==> config.mk <==
export PLATFORM = sky130hd
export DESIGN_NAME = prog_loader
export DESIGN_NICKNAME = d
export VERILOG_FILES = /design/src/rtl/prog_loader.sv
export SDC_FILE = /design/constraint.sdc
export NUM_CORES = 1
export LEC_CHECK = 0
export ABC_AREA = 0
export ABC_CLOCK_PERIOD_IN_PS = 2300
export BUFFER_PORTS_ARGS = -buffer_cell sky130_fd_sc_hd__buf_4
export CORE_UTILIZATION = 28
export CTS_CLUSTER_DIAMETER = 150
export DETAILED_ROUTE_END_ITERATION = 7
export PLACE_DENSITY = 0.47
export SKIP_CTS_REPAIR_TIMING = 1
export SLEW_MARGIN = 30
export SYNTH_ARGS = -nofsm -noshare
export SYNTH_HDL_FRONTEND = slang
export SYNTH_SLANG_ARGS = --single-unit
==> constraint.sdc <==
create_clock -name clk -period 2.3 [get_ports clk]
set_input_delay 0.46 -clock clk [delete_from_list [all_inputs] [get_ports clk]]
set_output_delay 0.46 -clock clk [all_outputs]
set_load 0.01 [all_outputs]
==> src/rtl/prog_loader.sv <==
// prog_loader: writes a framed, checksummed byte stream into
// instruction memory and releases the CPU once the load verifies.
module prog_loader #(
    parameter int ADDR_WIDTH = 5,
    parameter int DATA_WIDTH = 8,
    parameter int BASE_ADDR  = 0
) (
    input  logic                  clk,
    input  logic                  rst,
    input  logic                  start,
    input  logic                  in_valid,
    input  logic [DATA_WIDTH-1:0] in_data,
    output logic                  in_ready,
    output logic [ADDR_WIDTH-1:0] mem_addr,
    output logic [DATA_WIDTH-1:0] mem_data,
    output logic                  mem_wr,
    output logic                  cpu_hold,
    output logic                  done,
    output logic                  err
);

    typedef enum logic [2:0] {
        IDLE,
        COUNT,
        DATA,
        WRITE,
        CSUM,
        DONE,
        ERROR
    } state_t;

    localparam int unsigned DEPTH = 2 ** ADDR_WIDTH;
    localparam logic [ADDR_WIDTH-1:0] BASE = ADDR_WIDTH'(BASE_ADDR);

    state_t state;
    state_t state_nx;

    logic [DATA_WIDTH-1:0] remaining;
    logic [DATA_WIDTH-1:0] csum;
    logic                  xfer;
    logic                  count_bad;
    logic                  csum_ok;

    assign xfer      = in_valid & in_ready;
    assign count_bad = (in_data == '0) || (32'(in_data) > DEPTH);
    assign csum_ok   = (in_data == csum);

    // State register.
    always_ff @(posedge clk or negedge rst) begin
        if (!rst) begin
            state <= IDLE;
        end else begin
            state <= state_nx;
        end
    end

    // Next-state decode; WRITE always lasts a single cycle.
    always_comb begin
        state_nx = state;
        unique case (state)
            IDLE, DONE, ERROR: begin
                if (start) state_nx = COUNT;
            end
            COUNT: begin
                if (xfer) state_nx = count_bad ? ERROR : DATA;
            end
            DATA: begin
                if (xfer) state_nx = WRITE;
            end
            WRITE: begin
                state_nx = (remaining == DATA_WIDTH'(1)) ? CSUM : DATA;
            end
            CSUM: begin
                if (xfer) state_nx = csum_ok ? DONE : ERROR;
            end
            default: state_nx = IDLE;
        endcase
    end

    // Registered outputs and datapath, driven from the next state.
    always_ff @(posedge clk or negedge rst) begin
        if (!rst) begin
            in_ready  <= 1'b0;
            mem_wr    <= 1'b0;
            mem_addr  <= BASE;
            mem_data  <= '0;
            cpu_hold  <= 1'b1;
            done      <= 1'b0;
            err       <= 1'b0;
            remaining <= '0;
            csum      <= '0;
        end else begin
            in_ready <= state_nx inside {COUNT, DATA, CSUM};
            mem_wr   <= (state_nx == WRITE);
            mem_data <= '0;
            unique case (state)
                IDLE, DONE, ERROR: begin
                    if (start) begin
                        done     <= 1'b0;
                        err      <= 1'b0;
                        cpu_hold <= 1'b1;
                        mem_addr <= BASE;
                        csum     <= '0;
                    end
                end
                COUNT: begin
                    if (xfer) begin
                        if (count_bad) err <= 1'b1;
                        else remaining <= in_data;
                    end
                end
                DATA: begin
                    if (xfer) begin
                        csum     <= csum ^ in_data;
                        mem_data <= in_data;
                    end
                end
                WRITE: begin
                    mem_addr  <= mem_addr + 1'b1;
                    remaining <= remaining - 1'b1;
                end
                CSUM: begin
                    if (xfer) begin
                        if (csum_ok) begin
                            done     <= 1'b1;
                            cpu_hold <= 1'b0;
                        end else begin
                            err <= 1'b1;
                        end
                    end
                end
                default: ;
            endcase
        end
    end

endmodule

# --- Word level (Yosys, flattened, before mapping) ---
# Cells that the tools add are included.
classes:
  addsub: 2
  order_cmp: 1
  n_eq_ne: 20
  muxes: 31
  bitwise_logic: 2
  reduce_logical: 15
op_table:
  columns: ["op", "count"]
  rows:
  - ["8-bit 2-to-1 mux", 6]
  - ["8-bit case mux with 2 select lines", 2]
  - ["3-bit 2-to-1 mux", 6]
  - ["2-bit != test (second input constant)", 8]
  - ["3-bit case mux with 5 select lines", 1]
  - ["3-bit by 2-bit == test with 1-bit output (second input constant)", 4]
  - ["3-bit == test (second input constant)", 4]
  - ["1-bit 2-to-1 mux", 10]
  - ["5-bit case mux with 2 select lines", 1]
  - ["8-bit by 1-bit == test with 1-bit output (second input constant)", 1]
  - ["8-bit == test", 1]
  - ["8-bit by 6-bit greater-than comparator with 1-bit output (second input constant)", 1]
  - ["8-bit zero test", 1]
  - ["2-bit nonzero test", 4]
  - ["8-bit by 1-bit subtractor with 8-bit output (second input constant)", 1]
  - ["8-bit XOR", 1]
  - ["3-bit by 1-bit == test with 1-bit output (second input constant)", 2]
  - ["3-bit AND reduction", 2]
  - ["6-bit AND reduction", 1]
  - ["3-bit nonzero test", 2]
  - ["5-bit by 1-bit adder with 5-bit output (second input constant)", 1]
  - ["5-bit 2-to-1 mux", 1]
  - ["1-bit case mux with 2 select lines", 2]
  - ["4-bit AND reduction", 1]
  - ["7 further kinds", 7]
word_totals:
  register_bits: 37
  out_inout_bits: 18

# --- Logic depth before layout (Yosys ltp) ---
# Gate-level depths: netlist (run 1).
depth:
  ltp_word: 7
  ltp_mapped: 8

# --- Worst setup path before layout (run 1) ---
# OpenSTA, ideal clock, no wires.
synth_timing:
  path_type: "input to register"
  startpoint: "in in_data[1]"
  endpoint: "reg remaining[1]"
  setup_time_ns: 0.121
  arrival_time_ns: 1.875
  required_time_ns: 2.179
  path_slack_ns: 0.305
  path_stages: 6
  path_buffers: 0
  path_cell_list: "or4_4 -> or3_4 -> nand3_2 -> mux2_1 -> nand2_1 -> o21ai_1"
synth_via:
  elab_chain_cells: 4
  elab_cells_between_ends: 8
synth_lines:
  columns: ["item", "line_no", "source"]
  rows:
  - ["start: declaration", "12", "input logic [DATA_WIDTH-1:0] in_data,"]
  - ["8-bit by 6-bit greater-than comparator with 1-bit output / 8-bit zero test (equally long branches)", "45", "assign count_bad = (in_data == '0) || (32'(in_data) > DEPTH);"]
  - ["1-bit logical OR", "45", null]
  - ["2-bit != test (no line)", null, null]
  - ["3-bit AND reduction (no line)", null, null]
  - ["end signal: assignment", "109", "else remaining <= in_data;"]
  - ["end signal: assignment", "120", "remaining <= remaining - 1'b1;"]
  - ["end: declaration", "38", "logic [DATA_WIDTH-1:0] remaining;"]
# Several ways; a longest one is shown, not always the timed one. The select of a mux whose other input is x is not followed.
# A chain may end at the register's enable or synchronous reset.

# --- Final worst setup path (run 1) ---
layout_timing:
  startpoint: "reg remaining[2]"
  endpoint: "reg in_ready"
layout_via:
  elab_chain_cells: 5
  elab_cells_between_ends: 7
layout_lines:
  columns: ["item", "line_no", "source"]
  rows:
  - ["8-bit by 1-bit == test with 1-bit output (*)", "71", "state_nx = (remaining == DATA_WIDTH'(1)) ? CSUM : DATA;"]
  - ["3-bit 2-to-1 mux (*)", "71", null]
  - ["3-bit case mux with 5 select lines (*)", "60", "unique case (state)"]
  - ["via state_nx[1]", "36", "state_t state_nx;"]
  - ["3-bit by 1-bit == test with 1-bit output, or another cell as far along", "93", "in_ready <= state_nx inside {COUNT, DATA, CSUM};"]
  - ["3-bit nonzero test (*)", "93", null]
  - ["end signal: assignment", "93", null]
  - ["end: declaration", "13", "output logic in_ready,"]
# Mark *: on every way through the listed nets, which the timed path passes. The rest lies on a longest branch.

==> run_results.csv, run 1 <==
group,metric,value,unit
outcome,status,"finished clean",
cells_and_area,fin_nets,247,
setup_path,crit_path_max_fanout,3,
flow_run,drv_cap,0,
min_path,hold_path_class,"input pin to asynchronous set/reset pin",
global_route,grt_usage,0.137,
die,die_width,85.8,um
placed_design,portBuffers,29,
die,dieArea,7360,um2
route,routedWlPerCell,13.7,um
power,comb_power_share,0.392,
route,drtIter0Drc,45,
synthesis,yosysWarningCount,0,
synthesis,synth_largest_area_cell,"dfrtp_1",
global_route,grt_pass1_vias,1591,
clocking,cts_tree,"done",
clocking,clock_latency,0.29,ns
synthesis,netlist.area_leader.share,0.458,
setup_path,critical_path_required,2.46,ns
cells_and_area,syn2layout_area_growth,22.1,%
sta,min_period,1.97,ns
power,vdd_drop_max,0.000261,V
clocking,cts_buffers,5,
synthesis,ys_seq_elements,37,
sta,skew,0.00929,ns
setup_path,startpoint_type,"register",
sta,max_slew.worst_pin.slew,0.499,ns
cells_and_area,fin_area,2400,um2
cells_and_area,diodes,0,
power,p_leak,1.03,nW
setup_path,rr_endpoint,"in_ready$_DFF_PN0_",
setup_path,critPathKind,"register to register",
die,start_util,0.290,
route,detail-route-antenna-nets,0,
route,drc,0,
clocking,cts_buffer_depth,2,
placed_design,place_congestion,0.767,
synthesis,synth_flop_cell,"dfrtp_1",
clocking,clock_sinks,37,
setup_path,rr_worst_depth,6,
power,power,2.68,mW
synthesis,synth_area,1970,um2
power,p_seq_frac,0.389,
placed_design,hpwlAfterDp,3200,um
global_route,antenna_found_initial,0,
synthesis,yosysUniqueCellTypes,50,
global_route,grt_pass1_wl,7780,um
synthesis,synth.top_cells.by_area,"dfrtp_1 46%, xnor2_1 4.5%, o21a_1 3.8%",
setup_path,reg2reg_from,"remaining[2]$_DFFE_PN0P_",
setup_path,cp_data_arrival_time,2.12,ns
sta,hold_viol,0,
synthesis,synth-edff-count,0,
power,sw_frac_of_total,0.373,
sta,finalCritPeriodShare,0.855,
cells_and_area,final_cell_mix,"36 x dfrtp_1, 32 x buf_4, 16 x nand2_1, 14 x nor2_1, 11 x a21oi_1",
placed_design,place_inst,321,
cells_and_area,instances_no_fill,329,
synthesis,synth_cells,200,
setup_path,endpoint_kind,"register",
sta,rsz0062_at_grt,"false",
sta,relSlewSlack,0.667,
synthesis,synth_nets,215,
die,ioPinCount,30,
sta,tns,0,ns
clocking,htree_levels,2,
cells_and_area,fin_util,0.354,
clocking,cts_root_buf,"clkbuf_8",
clocking,clkSlewWorstSetupHoldPaths,0.08,ns
route,drt-total-wl,4500,um
global_route,grt_start_max_net_pins,38,
route,via_count,1574,
placed_design,postPlaceCellArea,2290,um2
synthesis,seq_area_frac_synth,0.471,
synthesis,syn_area_per_cell,9.83,um2
cells_and_area,drive_above_1_share,0.232,
synthesis,synthArstFlopShare,1.00,
sta,maxSlewViolCount,0,
sta,max_freq,509,MHz
power,power.switching,0.999,mW
power,power_density,1120,nW/um2
sta,finalSetupViolations,0,
power,p_int,1.68,mW
cells_and_area,mostFrequentLayoutCell,"dfrtp_1",
route,drt_pass1_iterations,4,
die,fp.dieH,85.8,um
die,core_area,6790,um2
die,num_rows,30,
setup_path,regToRegSetupSlack,0.33,ns
power,p_clk_frac,0.219,
global_route,grt-ovfl-total,0,
route,vias_per_cell,4.78,
[layer usage]
metal	track usage	share of wire
met5	0	0
met4	0.0500	0.016
met3	0.0289	0.034
met2	0.217	0.45
met1	0.184	0.50
[synthesized netlist by cell type, types with 4 or more instances]
library cell and number:
dfrtp_1 36, nand2_1 16, nor2_1 14, a21oi_1 11
o21a_1 10, o21ai_0 10, xnor2_1 10, and2_1 9
o211ai_1 9, inv_1 7, nand3_1 6, nor3_1 6
nand2b_1 4
[sequential cells by signal (all words and copies together) (netlist names)]
signal / flops
csum: 8
mem_data: 8
remaining: 8
mem_addr: 5
state: 3
cpu_hold: 1
done: 1
err: 1
in_ready: 1
mem_wr: 1
[power groups by stage]
stage	Sequential (mW)	Combinational, mW	Clock, mW
4_1_cts	1.04	1.07	0.600
5_1_grt	1.07	1.19	0.632
6_report	1.04	1.05	0.586
3_5_place_dp	1.05	1.07	0
2_1_floorplan	1.00	0.796	0
3_3_place_gp	1.05	1.06	0
[worst max-delay path, stage by stage (launching register included)]
cell	delay, ns
dfrtp_1	0.41
nor2_1	0.14
or4b_1	0.52
nor3b_2	0.27
o221ai_1	0.19
o211ai_1	0.21
o31ai_1	0.10
[cell type report]
type                    count  area (um2)
well taps                  96         120
inverters                   7        26.3
multi-input cells         149         972
repair buffers             32         240
clock inverters             1        30.0
fillers                   700        4390
clock buffers               7        86.3
flip-flops and latches     37         927
[stage by stage]
stage / hold WS [ns] / worst slack [ns]
floorplan: 0.164 / 0.305
global placement: 0.462 / 0.104
detailed placement: 0.463 / 0.0830
CTS: 0.146 / 0.303
global route: 0.157 / 0.205
finish: 0.127 / 0.334
[how the worst max path moves through the flow]
stage | from | to | slack [ns] | cells past startpoint
finish | remaining[2]$_DFFE_PN0P_ | in_ready$_DFF_PN0_ | 0.33 | 6
global route | remaining[3]$_DFFE_PN0P_ | in_ready$_DFF_PN0_ | 0.21 | 6
CTS | remaining[2]$_DFFE_PN0P_ | in_ready$_DFF_PN0_ | 0.30 | 6
detailed placement | in_data[1] | remaining[1]$_DFFE_PN0P_ | 0.08 | 7
global placement | in_data[1] | remaining[1]$_DFFE_PN0P_ | 0.10 | 7
floorplan | in_data[1] | remaining[1]$_DFFE_PN0P_ | 0.30 | 6
[cells by family (layout without fill, tap and decap cells)]
logic type	after synthesis	count (layout)	share of synthesized area
AOI/OAI and AO/OA	57	57	0.200
xor gates and xnor gates	11	11	0.0490
adders and majority gates	3	3	0.0191
buffers and inverters	14	47	0.0343
DFF	37	37	0.471
muxes	3	3	0.0165
and+or+nand+nor	75	75	0.209
Power figures use the tool's default switching activity.
==> run 2: changes to the inputs <==
--- a/config.mk
+++ b/config.mk
@@ -5,13 +5,14 @@
 export SDC_FILE = /design/constraint.sdc
 export NUM_CORES = 1
 export LEC_CHECK = 0
-export ABC_AREA = 0
+export ABC_AREA = 1
 export ABC_CLOCK_PERIOD_IN_PS = 2300
 export BUFFER_PORTS_ARGS = -buffer_cell sky130_fd_sc_hd__buf_4
 export CORE_UTILIZATION = 28
 export CTS_CLUSTER_DIAMETER = 150
 export DETAILED_ROUTE_END_ITERATION = 7
 export PLACE_DENSITY = 0.47
+export RECOVER_POWER = 100
 export SKIP_CTS_REPAIR_TIMING = 1
 export SLEW_MARGIN = 30
 export SYNTH_ARGS = -nofsm -noshare
==> run_results.csv, run 2 <==
group,metric,value,unit
setup_path,crit_path_max_fanout,8,
synthesis,synth_area,2050,um2
route,detail-route-antenna-nets,0,
route,routedWlPerCell,11.3,um
synthesis,synth_cells,274,
global_route,grt_usage,0.135,
global_route,grt_pass1_vias,1695,
power,power_density,1170,nW/um2
sta,tns,0,ns
sta,rsz0062_at_grt,"false",
sta,min_period,1.84,ns
route,drc,0,
cells_and_area,top_regs,"csum x8, mem_data x8, remaining x8",
setup_path,critPathKind,"register to register",
power,p_leak,1.23,nW
setup_path,cp_top_family,"simple AND/OR/NAND/NOR gates",
synthesis,synth_largest_area_cell,"dfrtp_1",
die,dieArea,7670,um2
route,drt_pass1_iterations,4,
route,vias_per_cell,4.30,
clocking,cts_buffers,5,
sta,relSlewSlack,0.363,
setup_path,rr_worst_depth,6,
placed_design,postPlaceCellArea,2370,um2
setup_path,endpoint,"csum[3]$_DFFE_PN0P_",
setup_path,slowest_stage,"dfrtp_1",
synthesis,syn_area_per_cell,7.48,um2
route,drt-total-wl,4590,um
sta,finalCritPeriodShare,0.800,
setup_path,critical_path_required,2.45,ns
synthesis,seq_area_frac_synth,0.452,
die,die_width,87.6,um
synthesis,synth_flop_cell,"dfrtp_1",
synthesis,synth-edff-count,0,
setup_path,crit_buf_inv,1,
synthesis,netlist.area_leader.share,0.439,
setup_path,cp.depth,6,
min_path,hold_path_class,"input pin to asynchronous set/reset pin",
die,fp.dieH,87.6,um
setup_path,reg2reg_from,"state[0]$_DFF_PN0_",
setup_path,endpoint_kind,"register",
die,num_rows,30,
setup_path,cpMostUsedCell,"nand2_1",
clocking,clkSlewWorstSetupHoldPaths,0.08,ns
sta,finalWorstSetupSlack,0.461,ns
sta,max_slew.worst_pin.slew,0.956,ns
setup_path,rr_endpoint,"csum[3]$_DFFE_PN0P_",
sta,skew,0.00609,ns
placed_design,place_congestion,0.787,
power,vdd_drop_max,0.000458,V
setup_path,startpoint_type,"register",
placed_design,hpwlAfterDp,3380,um
placed_design,portBuffers,29,
global_route,grt_pass1_wl,7950,um
synthesis,ys_seq_elements,37,
clocking,cts_root_buf,"clkbuf_8",
clocking,clock_latency,0.29,ns
die,ioPinCount,30,
clocking,cts_tree,"done",
sta,hold_viol,0,
cells_and_area,syn2layout_area_growth,14.3,%
setup_path,crit_start,"state[0]$_DFF_PN0_",
cells_and_area,mostFrequentLayoutCell,"nand2_1",
route,drtIter0Drc,80,
flow_run,drv_cap,0,
global_route,grt-ovfl-total,0,
setup_path,cp_data_arrival_time,1.98,ns
cells_and_area,fin_area,2340,um2
placed_design,place_inst,397,
cells_and_area,diodes,0,
cells_and_area,drive_above_1_share,0.120,
route,via_count,1743,
setup_path,regToRegSetupSlack,0.46,ns
synthesis,yosysWarningCount,0,
global_route,grt_start_max_net_pins,38,
synthesis,synth_nets,289,
synthesis,synth.top_cells.by_area,"dfrtp_1 44%, nand2_1 16%, inv_1 6.6%",
cells_and_area,fin_nets,323,
die,start_util,0.295,
setup_path,max_stage_delay,0.41,ns
outcome,status,"finished clean",
cells_and_area,instances_no_fill,405,
die,core_area,6940,um2
clocking,htree_levels,2,
clocking,clock_sinks,37,
synthesis,synthMostInstantiatedCell,"nand2_1",
sta,maxSlewViolCount,0,
global_route,antenna_found_initial,0,
sta,finalSetupViolations,0,
cells_and_area,final_cell_mix,"87 x nand2_1, 39 x inv_1, 36 x dfrtp_1, 29 x nor2_1, 20 x clkbuf_1",
setup_path,crit_chain,"inv_2 -> nand2_1 -> o21ai_0 -> nand2_1 -> nand2_1 -> o22ai_1",
synthesis,synthArstFlopShare,1.00,
synthesis,yosysUniqueCellTypes,28,
sta,max_freq,544,MHz
synthesis,synth_common_cells,"86 x nand2_1, 36 x dfrtp_1, 36 x inv_1",
clocking,cts_buffer_depth,2,
placed_design,place_ws,0.584,ns
-- run 2: cell count changes in the layout (fill, tap and decap cells not counted), moves of 5 or more --
cell | before | now
nand2_1 | 16 | 87
inv_1 | 7 | 39
buf_4 | 32 | 11
clkbuf_1 | 1 | 20
nor2_1 | 14 | 29
nand3_1 | 6 | 17
xnor2_1 | 10 | 0
and2_1 | 9 | 0
o211ai_1 | 9 | 0
o21a_1 | 10 | 1
o22ai_1 | 1 | 10
inv_2 | 0 | 5
-- run 2: layout make-up --
class,count,area (um2)
multi-input cells,188,887
clock buffers,6,72.6
clock inverters,2,10.0
fillers,776,4600
well taps,96,120
inverters,45,169
repair buffers,31,159
flip-flops and latches,37,927
-- run 2: metrics by stage --
| stage | hold slack, ns | power, mW | util |
|---|---|---|---|
| 2_1_floorplan | 0.164 | 2.09 | - |
| 3_3_place_gp | 0.469 | 2.46 | 0.341 |
| 5_1_grt | 0.400 | 3.05 | 0.338 |
| 6_report | 0.313 | 2.75 | 0.338 |
| 3_5_place_dp | 0.467 | 2.45 | 0.341 |
| 4_1_cts | 0.151 | 2.92 | 0.353 |
-- run 2: logic make-up (layout without fill, tap and decap cells) --
| kind of cell | after synthesis | count (layout) | share of synthesized area |
|---|---|---|---|
| adders and majority gates | 3 | 3 | 0.0183 |
| buffers and inverters | 49 | 84 | 0.100 |
| DFF | 37 | 37 | 0.452 |
| xor gates and xnor gates | 3 | 3 | 0.0128 |
| AOI/OAI and AO/OA | 38 | 38 | 0.119 |
| and+or+nand+nor | 144 | 144 | 0.298 |
-- run 2: worst min-delay path by stage --
stage | from | endpoint | slack (ns)
detailed placement | rst | remaining[1]$_DFFE_PN0P_ | 0.47
floorplan | rst | csum[0]$_DFFE_PN0P_ | 0.16
global placement | rst | remaining[1]$_DFFE_PN0P_ | 0.47
global route | rst | mem_data[1]$_DFF_PN0_ | 0.40
finish | rst | mem_data[1]$_DFF_PN0_ | 0.31
CTS | rst | mem_data[1]$_DFF_PN0_ | 0.15
-- run 2: where the power goes --
| group | internal [mW] | switching (mW) | total [mW] |
|---|---|---|---|
| logic | 0.429 | 0.832 | 1.26 |
| registers | 0.894 | 0.151 | 1.04 |
| clock network | 0.210 | 0.232 | 0.443 |
| total | 1.53 | 1.21 | 2.75 |
-- run 2: metal layers --
| metal | vias to the layer above | wire length, um | share of wire | GRT usage |
|---|---|---|---|---|
| met5 | - | 0 | 0 | 0 |
| met4 | 0 | 53 | 0.012 | 0.0447 |
| met3 | 5 | 173 | 0.038 | 0.0283 |
| met2 | 26 | 2080 | 0.45 | 0.214 |
| met1 | 792 | 2280 | 0.50 | 0.185 |
| li1 | 920 | - | - | - |
